**config.mk**
```make
export PLATFORM = sky130hd
export DESIGN_NAME = ext_pcpi_mac_core
export DESIGN_NICKNAME = d
export VERILOG_FILES = /design/src/rtl/ext_pcpi_mac_core.sv
export SDC_FILE = /design/constraint.sdc
export NUM_CORES = 1
export LEC_CHECK = 0
export CORE_UTILIZATION = 47
export DETAILED_ROUTE_END_ITERATION = 10
export MAX_ROUTING_LAYER = met4
export PLACE_DENSITY_LB_ADDON = 0.1
export SYNTH_ARGS = -nofsm -noshare
export SYNTH_HDL_FRONTEND = slang
export SYNTH_SLANG_ARGS = --single-unit
```
**constraint.sdc**
```tcl
create_clock -name clk -period 5.6 [get_ports clk]
set_input_delay 1.12 -clock clk [delete_from_list [all_inputs] [get_ports clk]]
set_output_delay 1.12 -clock clk [all_outputs]
set_load 0.005 [all_outputs]
```
**src/rtl/ext_pcpi_mac_core.sv**
```systemverilog
`default_nettype none
// ============================================================================
// ext_pcpi_mac_core : PCPI co-processor, iterative MUL / approximate MUL / MAC
// Revision: 1.0
// ============================================================================
module ext_pcpi_mac_core #(
    parameter int W     = 16,
    parameter int BPC   = 2,
    parameter int TRUNC = 4
) (
    input  logic        clk,
    input  logic        reset,
    input  logic        pcpi_valid,
    input  logic [31:0] pcpi_insn,
    input  logic [31:0] pcpi_rs1,
    input  logic [31:0] pcpi_rs2,
    output logic        pcpi_wr,
    output logic [31:0] pcpi_rd,
    output logic        pcpi_wait,
    output logic        pcpi_ready
);

    typedef enum logic [1:0] {
        S_IDLE   = 2'd0,
        S_DECODE = 2'd1,
        S_CALC   = 2'd2,
        S_DONE   = 2'd3
    } state_t;

    localparam logic [1:0] c_op_mul   = 2'd0;
    localparam logic [1:0] c_op_amul  = 2'd1;
    localparam logic [1:0] c_op_mac   = 2'd2;
    localparam logic [1:0] c_op_accrd = 2'd3;

    localparam int         c_steps      = W / BPC;
    localparam int         c_cnt_w      = $clog2(c_steps);
    localparam logic [W-1:0] c_trunc_mask = {W{1'b1}} << TRUNC;

    state_t             r_state;
    logic [1:0]         r_op;
    logic [2*W-1:0]     r_a;
    logic [W-1:0]       r_b;
    logic [2*W-1:0]     r_prod;
    logic [c_cnt_w-1:0] r_cnt;
    logic [31:0]        r_acc;

    logic               w_match;
    logic [W-1:0]       w_mask;
    logic [2*W-1:0]     w_step;
    logic [31:0]        w_p;
    logic [31:0]        w_mac_sum;
    logic               w_unused;

    assign w_match   = (pcpi_insn[6:0] == 7'b0001011) && (pcpi_insn[31:25] == 7'b0000001)
                       && !pcpi_insn[14];
    assign w_mask    = (pcpi_insn[13:12] == c_op_amul) ? c_trunc_mask : {W{1'b1}};
    assign w_p       = 32'(r_prod);
    assign w_mac_sum = r_acc + w_p;
    // Only the low operand bits and a few instruction fields matter.
    assign w_unused  = ^{pcpi_insn, pcpi_rs1, pcpi_rs2};

    // Partial product for the BPC multiplier bits retired this cycle.
    always_comb begin
        w_step = '0;
        for (int i = 0; i < BPC; i++) begin
            if (r_b[i]) begin
                w_step = w_step + (r_a << i);
            end
        end
    end

    always_ff @(posedge clk) begin
        if (reset) begin
            r_state    <= S_IDLE;
            r_op       <= c_op_mul;
            r_a        <= '0;
            r_b        <= '0;
            r_prod     <= '0;
            r_cnt      <= '0;
            r_acc      <= '0;
            pcpi_wr    <= 1'b0;
            pcpi_rd    <= '0;
            pcpi_wait  <= 1'b0;
            pcpi_ready <= 1'b0;
        end else begin
            pcpi_wr    <= 1'b0;
            pcpi_rd    <= '0;
            pcpi_ready <= 1'b0;
            case (r_state)
                S_IDLE: begin
                    if (pcpi_valid) begin
                        r_state <= S_DECODE;
                    end
                end
                S_DECODE: begin
                    if (pcpi_valid && w_match) begin
                        r_op      <= pcpi_insn[13:12];
                        r_a       <= {{W{1'b0}}, pcpi_rs1[W-1:0] & w_mask};
                        r_b       <= pcpi_rs2[W-1:0] & w_mask;
                        r_prod    <= '0;
                        r_cnt     <= c_cnt_w'(c_steps - 1);
                        pcpi_wait <= 1'b1;
                        r_state   <= (pcpi_insn[13:12] == c_op_accrd) ? S_DONE : S_CALC;
                    end else begin
                        r_state <= S_IDLE;
                    end
                end
                S_CALC: begin
                    // Losing valid mid-operation abandons it without touching acc.
                    if (!pcpi_valid) begin
                        pcpi_wait <= 1'b0;
                        r_state   <= S_IDLE;
                    end else begin
                        r_prod <= r_prod + w_step;
                        r_a    <= r_a << BPC;
                        r_b    <= r_b >> BPC;
                        if (r_cnt == '0) begin
                            r_state <= S_DONE;
                        end else begin
                            r_cnt <= r_cnt - 1'b1;
                        end
                    end
                end
                S_DONE: begin
                    pcpi_wait  <= 1'b0;
                    pcpi_ready <= 1'b1;
                    pcpi_wr    <= 1'b1;
                    r_state    <= S_IDLE;
                    case (r_op)
                        c_op_mac: begin
                            r_acc   <= w_mac_sum;
                            pcpi_rd <= w_mac_sum;
                        end
                        c_op_accrd: begin
                            r_acc   <= '0;
                            pcpi_rd <= r_acc;
                        end
                        default: pcpi_rd <= w_p;
                    endcase
                end
                default: r_state <= S_IDLE;
            endcase
        end
    end

endmodule
`default_nettype wire

```
==> out/metrics.cfg, run 1 <==
[sta]
report.final.slew_viol_count=0
rsz0062_at_grt=no
setup_viol=0
fmax_mhz=194
timing_hold_violations_final=0
period_share_pct=92.0
fin_crit_ns=5.15
fin_worst_skew_ns=0.0113
fin_ws_ns=0.449
hold_slack_ns=0.468
setup-tns-final_ns=0
worst_pin_slew_ns=1.02
slew-limit-headroom_pct=32.3

[floorplan]
initial_core_util_pct=48.2
fp-row-count=57
ioPinCount=134
core_um2=24400
die_area_um2=25600
die_x_um=160
die_h_um=160

[critical_path]
max_stage_delay_ns=0.41
crit_slowest_cell=dfxtp_1
crit_chain=nand2_1 -> inv_1 -> ha_1 -> inv_1 -> fa_1 -> nand2b_1 -> a21o_1 -> a31oi_1 -> nor2_1 -> o211ai_1 -> o21ai_0 -> o21ai_0 -> a31o_2 -> o21ai_0 -> ha_1 -> a21oi_1 -> o221ai_1 -> a21oi_1 -> nor3b_1 -> a211oi_1 -> a31oi_1 -> a311oi_1 -> xor2_1 -> o21ai_0
worstSetupPathType=flip-flop to flip-flop
reg2regPathDepth=24
crit_required_ns=5.90
path_common_cell=o21ai_0
r2r_slack_ns=0.45
r2r-start=r_a[1]
cp_max_fo=6
critPathBufInv=2
cpLargestDelayFamily=compound AO/OA/AOI/OAI gates
critPathArrivalTime_ns=5.45
end_kind=flip-flop
r2r_end=r_prod[24]
cp-start-kind=flip-flop

[worst_hold_path]
min_to=r_acc[5]
min_from=r_acc[5]
hold_class=flip-flop to flip-flop
min_path_cells=2

[cells_and_area]
final_util_pct=54.9
regArea_um2=3070
fillers=2369
antenna-diode-count=0
syn2layout_area_growth_pct=13.9
drive_gt1_share_pct=5.24
layout.nets=1755
layout.cells.non_filler=1907
multi_input_area_um2=8140

[clocking]
cts_tree=yes
hold_buffers=0
clk_pin_slew_ns=0.07
cts-resized-gates=0
cts_buffer_depth=2
post_cts_buffers=0
cts_made_buffers=17
clkLatencyLatePin_ns=0.43
cts.sinks=153
cts-root-buf=clkbuf_16
htree_levels=4

[placed_design]
hpwl_mm=22.2
place_ws_ns=0.548
dp.cells=1876
numPortBuffers=86
routabilityCongestion=0.920

[routing]
routed_wl_mm=30.9
drc=0
wire_per_inst_um=16.2
postRouteAntennaNets=0
drt_iter0_markers=746
vias=11160
first_pass_iters=5
via_per_inst=5.85

[synth]
synth_area_leaders=dfxtp_1 26%, ha_1 8.7%, a21oi_1 6.0%
synthMuxAreaShare_pct=3.04
synth_top_family_by_area=compound AO/OA/AOI/OAI gates
syn_avg_cell_area_um2=7.61
async_flop_share_pct=0
yosys_warnings=0
synth_simple_gate_area_share_pct=22.0
synthAdderAreaFrac_pct=9.34
synth_top_area_cell=dfxtp_1
synth.distinct_cells=81
synth-compound-area-share_pct=29.2
synth_edf_count=0
synth_seq_area_share_pct=26.1
ys_seq_elements=153
synthFlopType=dfxtp_1
synthesis.nets=1727
synth_area_um2=11700
synth_top_cell_area_share_pct=26.1
syn_inst=1543
synthXorXnorAreaFrac_pct=5.44

[grt]
grt_pass1_wl_mm=51.5
overflow=0
grt_pass1_vias=10339
grt_max_degree=71
antenna_found_initial=0
grt_usage_pct=25.0

[outcome]
status=completed

[power]
max-vdd-ir-drop_mv=0.173
power_frac_comb_pct=2.6
p_int_uw=1790
p_seq_share_pct=46.7
power_density_nw_per_um2=174
p_sw_share_pct=23.2
pwr-share-clk_pct=50.6
p_leak_uw=0.00532
switching_power_uw=540

[flow_run]
drv_cap=0

-- cells in the mapped netlist (17+ instances only) --
cell and count:
nor2b_1 32, a21o_1 42, nand3_1 42, xor2_1 31
a22o_1 30, nor3_1 29, a311oi_1 27, ha_1 82
clkbuf_1 76, nand2b_1 17, o21ai_0 84, xnor2_1 42
nor2_1 126, a21oi_1 141, inv_1 47, a31oi_1 23
and2_1 24, nand2_1 185, mux2i_1 21, dfxtp_1 153
a211oi_1 29
-- sequential cells by signal, indices dropped and copies added (netlist names) --
name and flops:
r_b 16, r_state 2, pcpi_wait 1, r_prod 32
r_a 32, pcpi_ready 1, r_acc 32, r_cnt 3
r_op 2, pcpi_rd 32
-- worst max path at each step --
| stage | depth (start not counted) | from | endpoint | slack (ns) |
|---|---|---|---|---|
| floorplan | 28 | r_b[0] | r_prod[31] | 0.20 |
| global placement | 24 | r_a[1] | r_prod[24] | 0.51 |
| detailed placement | 24 | r_a[1] | r_prod[24] | 0.55 |
| CTS | 24 | r_a[1] | r_prod[31] | 0.51 |
| global route | 24 | r_a[1] | r_prod[24] | 0.02 |
| finish | 24 | r_a[1] | r_prod[24] | 0.45 |
-- cells by family (layout without fill, tap and decap cells) --
logic type,Yosys count,after routing
buffers and inverters,146,186
xor gates and xnor gates,73,73
and+or+nand+nor,539,539
DFF,153,153
adders and majority gates,86,86
muxes,33,33
AOI/OAI and AO/OA,513,513
-- cell usage in the layout (no fill, tap or decap), types with 42 or more instances in the layout --
master	count
o21ai_0	84
ha_1	82
a21oi_1	141
nand3_1	42
nor2_1	125
clkdlybuf4s50_1	85
nand2_1	185
xnor2_1	42
a21o_1	42
dfxtp_1	151
inv_1	47
-- metrics by stage --
step / power (uW) / instance area [um2]
floorplan: 1130 / 11700
global placement: 1170 / 12800
detailed placement: 1180 / 12800
CTS: 2350 / 13400
global route: 2400 / 13400
finish: 2330 / 13400
-- worst reg2reg max path, cell delays in order (launching register included) --
cell	delay, ns
dfxtp_1	0.41
nand2_1	0.09
inv_1	0.06
ha_1	0.16
inv_1	0.06
fa_1	0.41
nand2b_1	0.16
a21o_1	0.24
a31oi_1	0.22
nor2_1	0.06
o211ai_1	0.16
o21ai_0	0.10
o21ai_0	0.22
a31o_2	0.17
o21ai_0	0.14
ha_1	0.40
a21oi_1	0.17
o221ai_1	0.16
a21oi_1	0.22
nor3b_1	0.09
a211oi_1	0.37
a31oi_1	0.29
a311oi_1	0.40
xor2_1	0.18
o21ai_0	0.09
-- power groups by stage --
stage               Clock [uW]  Combinational, uW  Sequential (uW)
floorplan                    0               18.6             1110
global placement             0               61.1             1110
detailed placement           0               61.3             1110
CTS                       1200               61.4             1090
global route              1250               65.8             1090
finish                    1180               61.4             1090
-- per-layer routing --
metal  share of wire, %  wire length [um]  GRT usage (%)
met1                 50             15600           33.7
met2                 45             13900           39.8
met3                3.5              1070           2.88
met4                1.3               401           5.97
met5                  0                 0              -
-- layout make-up --
type	count	area share, %
tap	324	3.03
timing repair buffer	105	7.46
sequential	153	22.9
clock buffer	17	3.18
multi-input combinational	1244	60.8
inverter	50	1.40
clock inverter	14	1.24
(Power assumes the default switching activity.)
==> run 2: changes to the inputs <==
ABC_AREA = 1   (was not set)
==> run 2 against run 1 <==
Effect of this change:
- routed wire length up 11%
- register-to-register slack improved by 0.66 ns
- critical path depth is 2 lower
- fmax is 15% higher
- non-clock buffer count is 1 lower
- clock skew rose by 0.0073 ns
- total power up 2.8%
==> out/metrics.cfg, run 2 <==
[outcome]
status=completed  ; unchanged

[clocking]
clkLatencyLatePin_ns=0.44  ; was 0.43 ns
cts-root-buf=clkbuf_16  ; unchanged
cts.sinks=153  ; unchanged
post_cts_buffers=0  ; unchanged
htree_levels=4  ; unchanged
cts_tree=yes  ; unchanged
hold_buffers=0  ; unchanged
cts-resized-gates=0  ; unchanged
cts_made_buffers=17  ; unchanged
cts_buffer_depth=2  ; unchanged
clk_pin_slew_ns=0.07  ; about the same

[synth]
yosysMostFrequentCell=nand2_1  ; unchanged
synthFlopType=dfxtp_1  ; unchanged
synthXorXnorAreaFrac_pct=2.76  ; was 5.44%
synthMuxAreaShare_pct=0  ; was 3.04%
syn_avg_cell_area_um2=6.45  ; was 7.61 um2
synth.distinct_cells=56  ; was 81
synth_area_leaders=dfxtp_1 26%, nand2_1 15%, ha_1 8.7%  ; was dfxtp_1 26%, ha_1 8.7%, a21oi_1 6.0%
syn_inst=1829  ; was 1543
ys_top_cells_by_count=477 x nand2_1, 172 x inv_1, 171 x a21oi_1  ; was 185 x nand2_1, 153 x dfxtp_1, 141 x a21oi_1
synth_top_family_by_area=simple AND/OR/NAND/NOR gates  ; was compound AO/OA/AOI/OAI gates
synth_seq_area_share_pct=26.0  ; was 26.1%
synthAdderAreaFrac_pct=9.20  ; was 9.34%
synth_edf_count=0  ; unchanged
synthesis.nets=2013  ; was 1727
synth_area_um2=11800  ; was 11700 um2
synth_top_cell_area_share_pct=26.0  ; was 26.1%
synth-compound-area-share_pct=21.8  ; was 29.2%
synth_simple_gate_area_share_pct=31.9  ; was 22.0%
ys_seq_elements=153  ; unchanged
async_flop_share_pct=0  ; unchanged
yosys_warnings=0  ; unchanged
synth_top_area_cell=dfxtp_1  ; unchanged

[cells_and_area]
antenna-diode-count=0  ; unchanged
drive_gt1_share_pct=6.97  ; was 5.24%
syn2layout_area_growth_pct=14.6  ; was 13.9%
layout.nets=2064  ; was 1755
final_common_cell=nand2_1  ; unchanged
layout_common_cells=477 x nand2_1, 171 x inv_1, 171 x a21oi_1  ; was 185 x nand2_1, 151 x dfxtp_1, 141 x a21oi_1
design_area_um2=13500  ; was 13400 um2

[critical_path]
cp-start-kind=flip-flop  ; unchanged
r2r-start=r_b[0]  ; was r_a[1]
path_common_cell=nand3_1  ; was o21ai_0
cp_max_fo=17  ; was 6
r2r_slack_ns=1.11  ; was 0.45 ns
r2r_end=r_prod[30]  ; was r_prod[24]
end_kind=flip-flop  ; unchanged
critPathArrivalTime_ns=4.81  ; was 5.45 ns
crit_end=r_prod[30]  ; was r_prod[24]
crit_required_ns=5.91  ; was 5.90 ns
cpLargestDelayFamily=simple AND/OR/NAND/NOR gates  ; was compound AO/OA/AOI/OAI gates
critical_path_depth=22  ; was 24
max_stage_delay_ns=0.56  ; was 0.41 ns
critPathBufInv=1  ; was 2
worstSetupPathType=flip-flop to flip-flop  ; unchanged
reg2regPathDepth=22  ; was 24
crit_start=r_b[0]  ; was r_a[1]
crit_chain=buf_4 -> nand2_1 -> o21ai_1 -> nor2_2 -> nand2_2 -> o21bai_1 -> o211ai_1 -> nand2_1 -> nand3_2 -> or2_2 -> nand3_1 -> o21ai_0 -> ha_1 -> nand2_1 -> nor3_1 -> and2_1 -> nand3_1 -> nand3_1 -> a21oi_1 -> or2_2 -> nand3_1 -> a21oi_1  ; was nand2_1 -> inv_1 -> ha_1 -> inv_1 -> fa_1 -> nand2b_1 -> a21o_1 -> a31oi_1 -> nor2_1 -> o211ai_1 -> o21ai_0 -> o21ai_0 -> a31o_2 -> o21ai_0 -> ha_1 -> a21oi_1 -> o221ai_1 -> a21oi_1 -> nor3b_1 -> a211oi_1 -> a31oi_1 -> a311oi_1 -> xor2_1 -> o21ai_0
crit_slowest_cell=dfxtp_2  ; was dfxtp_1

[floorplan]
die_h_um=160  ; about the same
initial_core_util_pct=48.2  ; about the same
die_x_um=160  ; about the same
ioPinCount=134  ; unchanged
fp-row-count=57  ; unchanged
core_um2=24500  ; was 24400 um2
die_area_um2=25700  ; was 25600 um2

[placed_design]
hpwl_mm=25.7  ; was 22.2 mm
routabilityCongestion=0.957  ; was 0.920
place_ws_ns=1.15  ; was 0.548 ns
numPortBuffers=86  ; unchanged
placed_area_um2=12900  ; was 12800 um2

[routing]
via_per_inst=5.57  ; was 5.85
wl_met3_mm=1.52  ; was 1.07 mm
wl_met2_mm=15.8  ; was 13.9 mm
first_pass_iters=5  ; unchanged
wire_per_inst_um=15.5  ; was 16.2 um
wl_met1_mm=16.3  ; was 15.6 mm
top_layer_used=met4  ; unchanged
vias=12347  ; was 11160
postRouteAntennaNets=0  ; unchanged
drc=0  ; unchanged
routed_wl_mm=34.3  ; was 30.9 mm
drt_iter0_markers=777  ; was 746

[sta]
fmax_mhz=223  ; was 194 MHz
setup_viol=0  ; unchanged
fin_worst_skew_ns=0.0186  ; was 0.0113 ns
report.final.slew_viol_count=0  ; unchanged
slew-limit-headroom_pct=23.0  ; was 32.3%
timing_hold_violations_final=0  ; unchanged
fin_crit_ns=4.49  ; was 5.15 ns
fin_ws_ns=1.11  ; was 0.449 ns
worst_pin_slew_ns=1.15  ; was 1.02 ns
rsz0062_at_grt=no  ; unchanged
setup-tns-final_ns=0  ; unchanged
period_share_pct=80.2  ; was 92.0%

[power]
total_power_uw=2390  ; was 2330 uW
power_density_nw_per_um2=177  ; was 174 nW/um2
max-vdd-ir-drop_mv=0.160  ; was 0.173 mV
p_leak_uw=0.00586  ; was 0.00532 uW

[grt]
grt_usage_pct=28.1  ; was 25.0%
grt_pass1_vias=11798  ; was 10339
antenna_found_initial=0  ; unchanged
grt_pass1_wl_mm=57.2  ; was 51.5 mm
grt_max_degree=49  ; was 71
overflow=0  ; unchanged

[worst_hold_path]
hold_class=flip-flop to flip-flop  ; unchanged

[flow_run]
drv_cap=0  ; unchanged

[run 2: cell families (layout without fill, tap and decap cells)]
logic type               after synthesis  after routing
adder cells (fa/ha/maj)               85             85
AO/OA/AOI/OAI                        453            453
buffers and inverters                251            315
flip-flops                           153            153
XOR/XNOR                              35             35
AND/OR/NAND/NOR                      852            852
[run 2: worst min path at each step]
| stage | start | endpoint | slack (ns) | cells after the start |
|---|---|---|---|---|
| floorplan | r_cnt[0] | r_cnt[0] | 0.42 | 1 |
| global placement | r_cnt[0] | r_cnt[0] | 0.44 | 1 |
| detailed placement | r_cnt[0] | r_cnt[0] | 0.45 | 1 |
| CTS | r_cnt[0] | r_cnt[0] | 0.46 | 1 |
| global route | r_cnt[0] | r_cnt[0] | 0.50 | 1 |
| finish | r_cnt[0] | r_cnt[0] | 0.47 | 1 |
[run 2: per-stage QoR]
step	std cells	utilization (%)	hold WS, ns
2_1_floorplan	1829	-	0.423
3_3_place_gp	2185	52.7	0.437
3_5_place_dp	2185	52.7	0.450
4_1_cts	2217	55.3	0.462
5_1_grt	2217	55.3	0.495
6_report	2217	55.3	0.468
[run 2: routing by layer]
| metal | vias up | track usage (%) |
|---|---|---|
| met5 | - | - |
| met4 | 0 | 8.27 |
| met3 | 62 | 3.98 |
| met2 | 284 | 46.4 |
| met1 | 5692 | 35.4 |
| li1 | 6309 | - |
[run 2: report_power, final]
group / leakage (uW) / total [uW] / switching (uW) / internal [uW]
clock: 0.000303 / 1240 / 555 / 683
sequential: 0.00123 / 1090 / 0.901 / 1090
combinational: 0.00432 / 67.5 / 30.0 / 37.4
total: 0.00586 / 2390 / 586 / 1810
[run 2: layout make-up]
| type | instances | area, um2 |
|---|---|---|
| sequential | 153 | 3060 |
| clock buffer | 17 | 425 |
| multi-input combinational | 1425 | 7760 |
| timing repair buffer | 104 | 991 |
| fill | 2465 | 10900 |
| clock inverter | 15 | 199 |
| tap | 324 | 405 |
| inverter | 179 | 672 |
==> run 3: changes to the inputs <==
clock period = 4.2 ns   (was 5.6 ns; I/O delays follow)
==> run 3 against run 2 <==
Effect of this change:
- combinational power increased by 33%
- first-iteration DRC count increased by 4.9%
- worst setup slack got worse by 0.86 ns
- total power increased by 30%
- core utilization increased by 0.91 points
- global-route usage increased by 0.66 points
- sequential power increased by 33%
- final cell count increased by 0.72%
- clock skew decreased by 0.0013 ns
- register-to-register slack got worse by 0.86 ns
- sequential share of layout area decreased by 0.34 points
- highest routed layer unchanged
==> out/metrics.cfg, run 3 (synthesis results as in run 2) <==
[cells_and_area]
syn2layout_area_growth_pct=16.5  ; was 14.6%
design_area_um2=13700  ; was 13500 um2
antenna-diode-count=0  ; unchanged
drive_gt1_share_pct=8.96  ; was 6.97%
final_common_cell=nand2_1  ; unchanged
layout_common_cells=476 x nand2_1, 170 x inv_1, 167 x a21oi_1  ; was 477 x nand2_1, 171 x inv_1, 171 x a21oi_1
layout.nets=2080  ; was 2064

[sta]
fmax_mhz=253  ; was 223 MHz
report.final.slew_viol_count=0  ; unchanged
setup-tns-final_ns=0  ; unchanged
timing_hold_violations_final=0  ; unchanged
slew-limit-headroom_pct=17.3  ; was 23.0%
worst_pin_slew_ns=1.24  ; was 1.15 ns
setup_viol=0  ; unchanged
hold_slack_ns=0.450  ; was 0.468 ns
period_share_pct=94.1  ; was 80.2%
fin_crit_ns=3.95  ; was 4.49 ns
fin_worst_skew_ns=0.0174  ; was 0.0186 ns

[critical_path]
path_common_cell=inv_1  ; was nand3_1
crit_required_ns=4.49  ; was 5.91 ns
critPathBufInv=4  ; was 1
crit_slowest_cell=dfxtp_4  ; was dfxtp_2
r2r_end=r_prod[24]  ; was r_prod[30]
worstSetupPathType=flip-flop to flip-flop  ; unchanged
cpLargestDelayFamily=compound AO/OA/AOI/OAI gates  ; was simple AND/OR/NAND/NOR gates
cp-start-kind=flip-flop  ; unchanged
r2r-start=r_b[0]  ; unchanged
reg2regPathDepth=22  ; unchanged
cp_max_fo=6  ; was 17
max_stage_delay_ns=0.39  ; was 0.56 ns
crit_chain=nand2_1 -> inv_1 -> ha_2 -> inv_1 -> fa_2 -> inv_1 -> nand3_2 -> nor2_4 -> o21ai_2 -> o21bai_2 -> buf_4 -> xnor2_1 -> o21ai_0 -> ha_1 -> a21oi_1 -> o21ai_0 -> o21ai_2 -> nand3_2 -> a21o_1 -> or2_2 -> nand3_1 -> a21oi_1  ; was buf_4 -> nand2_1 -> o21ai_1 -> nor2_2 -> nand2_2 -> o21bai_1 -> o211ai_1 -> nand2_1 -> nand3_2 -> or2_2 -> nand3_1 -> o21ai_0 -> ha_1 -> nand2_1 -> nor3_1 -> and2_1 -> nand3_1 -> nand3_1 -> a21oi_1 -> or2_2 -> nand3_1 -> a21oi_1
r2r_slack_ns=0.25  ; was 1.11 ns
end_kind=flip-flop  ; unchanged
critPathArrivalTime_ns=4.25  ; was 4.81 ns

[power]
p_sw_share_pct=24.7  ; was 24.5%
power_frac_comb_pct=2.9  ; was 2.8%
p_seq_share_pct=46.7  ; was 45.5%
pwr-share-clk_pct=50.4  ; was 51.7%
total_power_uw=3110  ; was 2390 uW
switching_power_uw=767  ; was 586 uW
max-vdd-ir-drop_mv=0.192  ; was 0.160 mV
p_leak_uw=0.00593  ; was 0.00586 uW
p_int_uw=2340  ; was 1810 uW
power_density_nw_per_um2=226  ; was 177 nW/um2

[routing]
first_pass_iters=5  ; unchanged
routed_wl_mm=35.4  ; was 34.3 mm
via_per_inst=5.55  ; was 5.57
vias=12391  ; was 12347
wire_per_inst_um=15.9  ; was 15.5 um
drt_iter0_markers=815  ; was 777
postRouteAntennaNets=0  ; unchanged
drc=0  ; unchanged

[grt]
grt_pass1_wl_mm=58.6  ; was 57.2 mm
grt_pass1_vias=11890  ; was 11798
grt_max_degree=65  ; was 49
overflow=0  ; unchanged
grt_usage_pct=28.7  ; was 28.1%
antenna_found_initial=0  ; unchanged

[floorplan]
core_um2=24500  ; unchanged
die_area_um2=25700  ; unchanged
ioPinCount=134  ; unchanged
initial_core_util_pct=48.2  ; unchanged
die_h_um=160  ; unchanged
fp-row-count=57  ; unchanged
die_x_um=160  ; unchanged

[placed_design]
hpwl_mm=26.0  ; was 25.7 mm
placed_area_um2=13000  ; was 12900 um2
numPortBuffers=86  ; unchanged
routabilityCongestion=0.977  ; was 0.957

[clocking]
cts_tree=yes  ; unchanged
cts-root-buf=clkbuf_16  ; unchanged
cts_buffer_depth=2  ; unchanged
htree_levels=4  ; unchanged
cts.sinks=153  ; unchanged
clk_pin_slew_ns=0.07  ; about the same
clkLatencyLatePin_ns=0.43  ; was 0.44 ns
cts_made_buffers=17  ; unchanged

[worst_hold_path]
min_to=r_cnt[0]  ; unchanged
hold_class=flip-flop to flip-flop  ; unchanged
min_from=r_cnt[0]  ; unchanged
min_path_cells=1  ; unchanged

[flow_run]
drv_cap=0  ; unchanged

[outcome]
status=completed  ; unchanged

run 3: cell count changes in the layout (fill, tap and decap cells not counted), sizes merged:
cell      previous run  this run
buf                 19        34
clkinvlp             1         2
clkbuf              17        21
bufinv               2         1
clkinv               5         4
inv                186       184
run 3: power groups by stage:
stage          clock (uW)  combinational, uW  sequential, uW
2_1_floorplan           0               30.4            1480
3_3_place_gp            0               89.9            1490
3_5_place_dp            0               90.4            1490
4_1_cts              1600               90.7            1450
5_1_grt              1660               97.9            1450
6_report             1570               90.0            1450
run 3: cell type report:
type	instances	area, um2
clock buffer	20	437
clock inverter	12	134
fill	2408	10700
inverter	179	672
multi-input combinational	1425	7890
sequential	153	3070
tap	324	405
timing repair buffer	120	1140
run 3: worst max-delay path by stage:
| stage | end | startpoint | slack, ns | cells after the start |
|---|---|---|---|---|
| after floorplan | r_prod[24] | r_b[0] | 0.14 | 28 |
| after CTS | r_prod[30] | r_b[0] | 0.08 | 23 |
| final | r_prod[24] | r_b[0] | 0.25 | 22 |
| after detailed placement | r_prod[30] | r_b[0] | 0.08 | 21 |
| after global placement | r_prod[30] | r_b[0] | 0.12 | 21 |
| after global routing | r_prod[24] | r_b[0] | -0.05 | 23 |
run 3: timing repair:
item | CTS | global route
hold buffers | 0 | 0
resized for setup | 0 | 40
endpoints found under the setup margin | 0 | 18
setup buffers | 0 | 9
run 3: through the flow:
step / utilization [%] / setup WS (ns) / std cells
floorplan: - / 0.138 / 1829
detailed placement: 53.0 / 0.0835 / 2191
CTS: 55.3 / 0.0758 / 2223
global placement: 53.0 / 0.116 / 2191
global route: 56.2 / -0.0479 / 2233
finish: 56.2 / 0.246 / 2233
run 3: per-layer routing:
metal | routed length, um | part of all wire, % | global-route usage (%)
met2 | 16300 | 46 | 46.5
met4 | 561 | 1.6 | 7.88
met3 | 1540 | 4.3 | 3.02
met5 | 0 | 0 | -
met1 | 17000 | 48 | 37.9
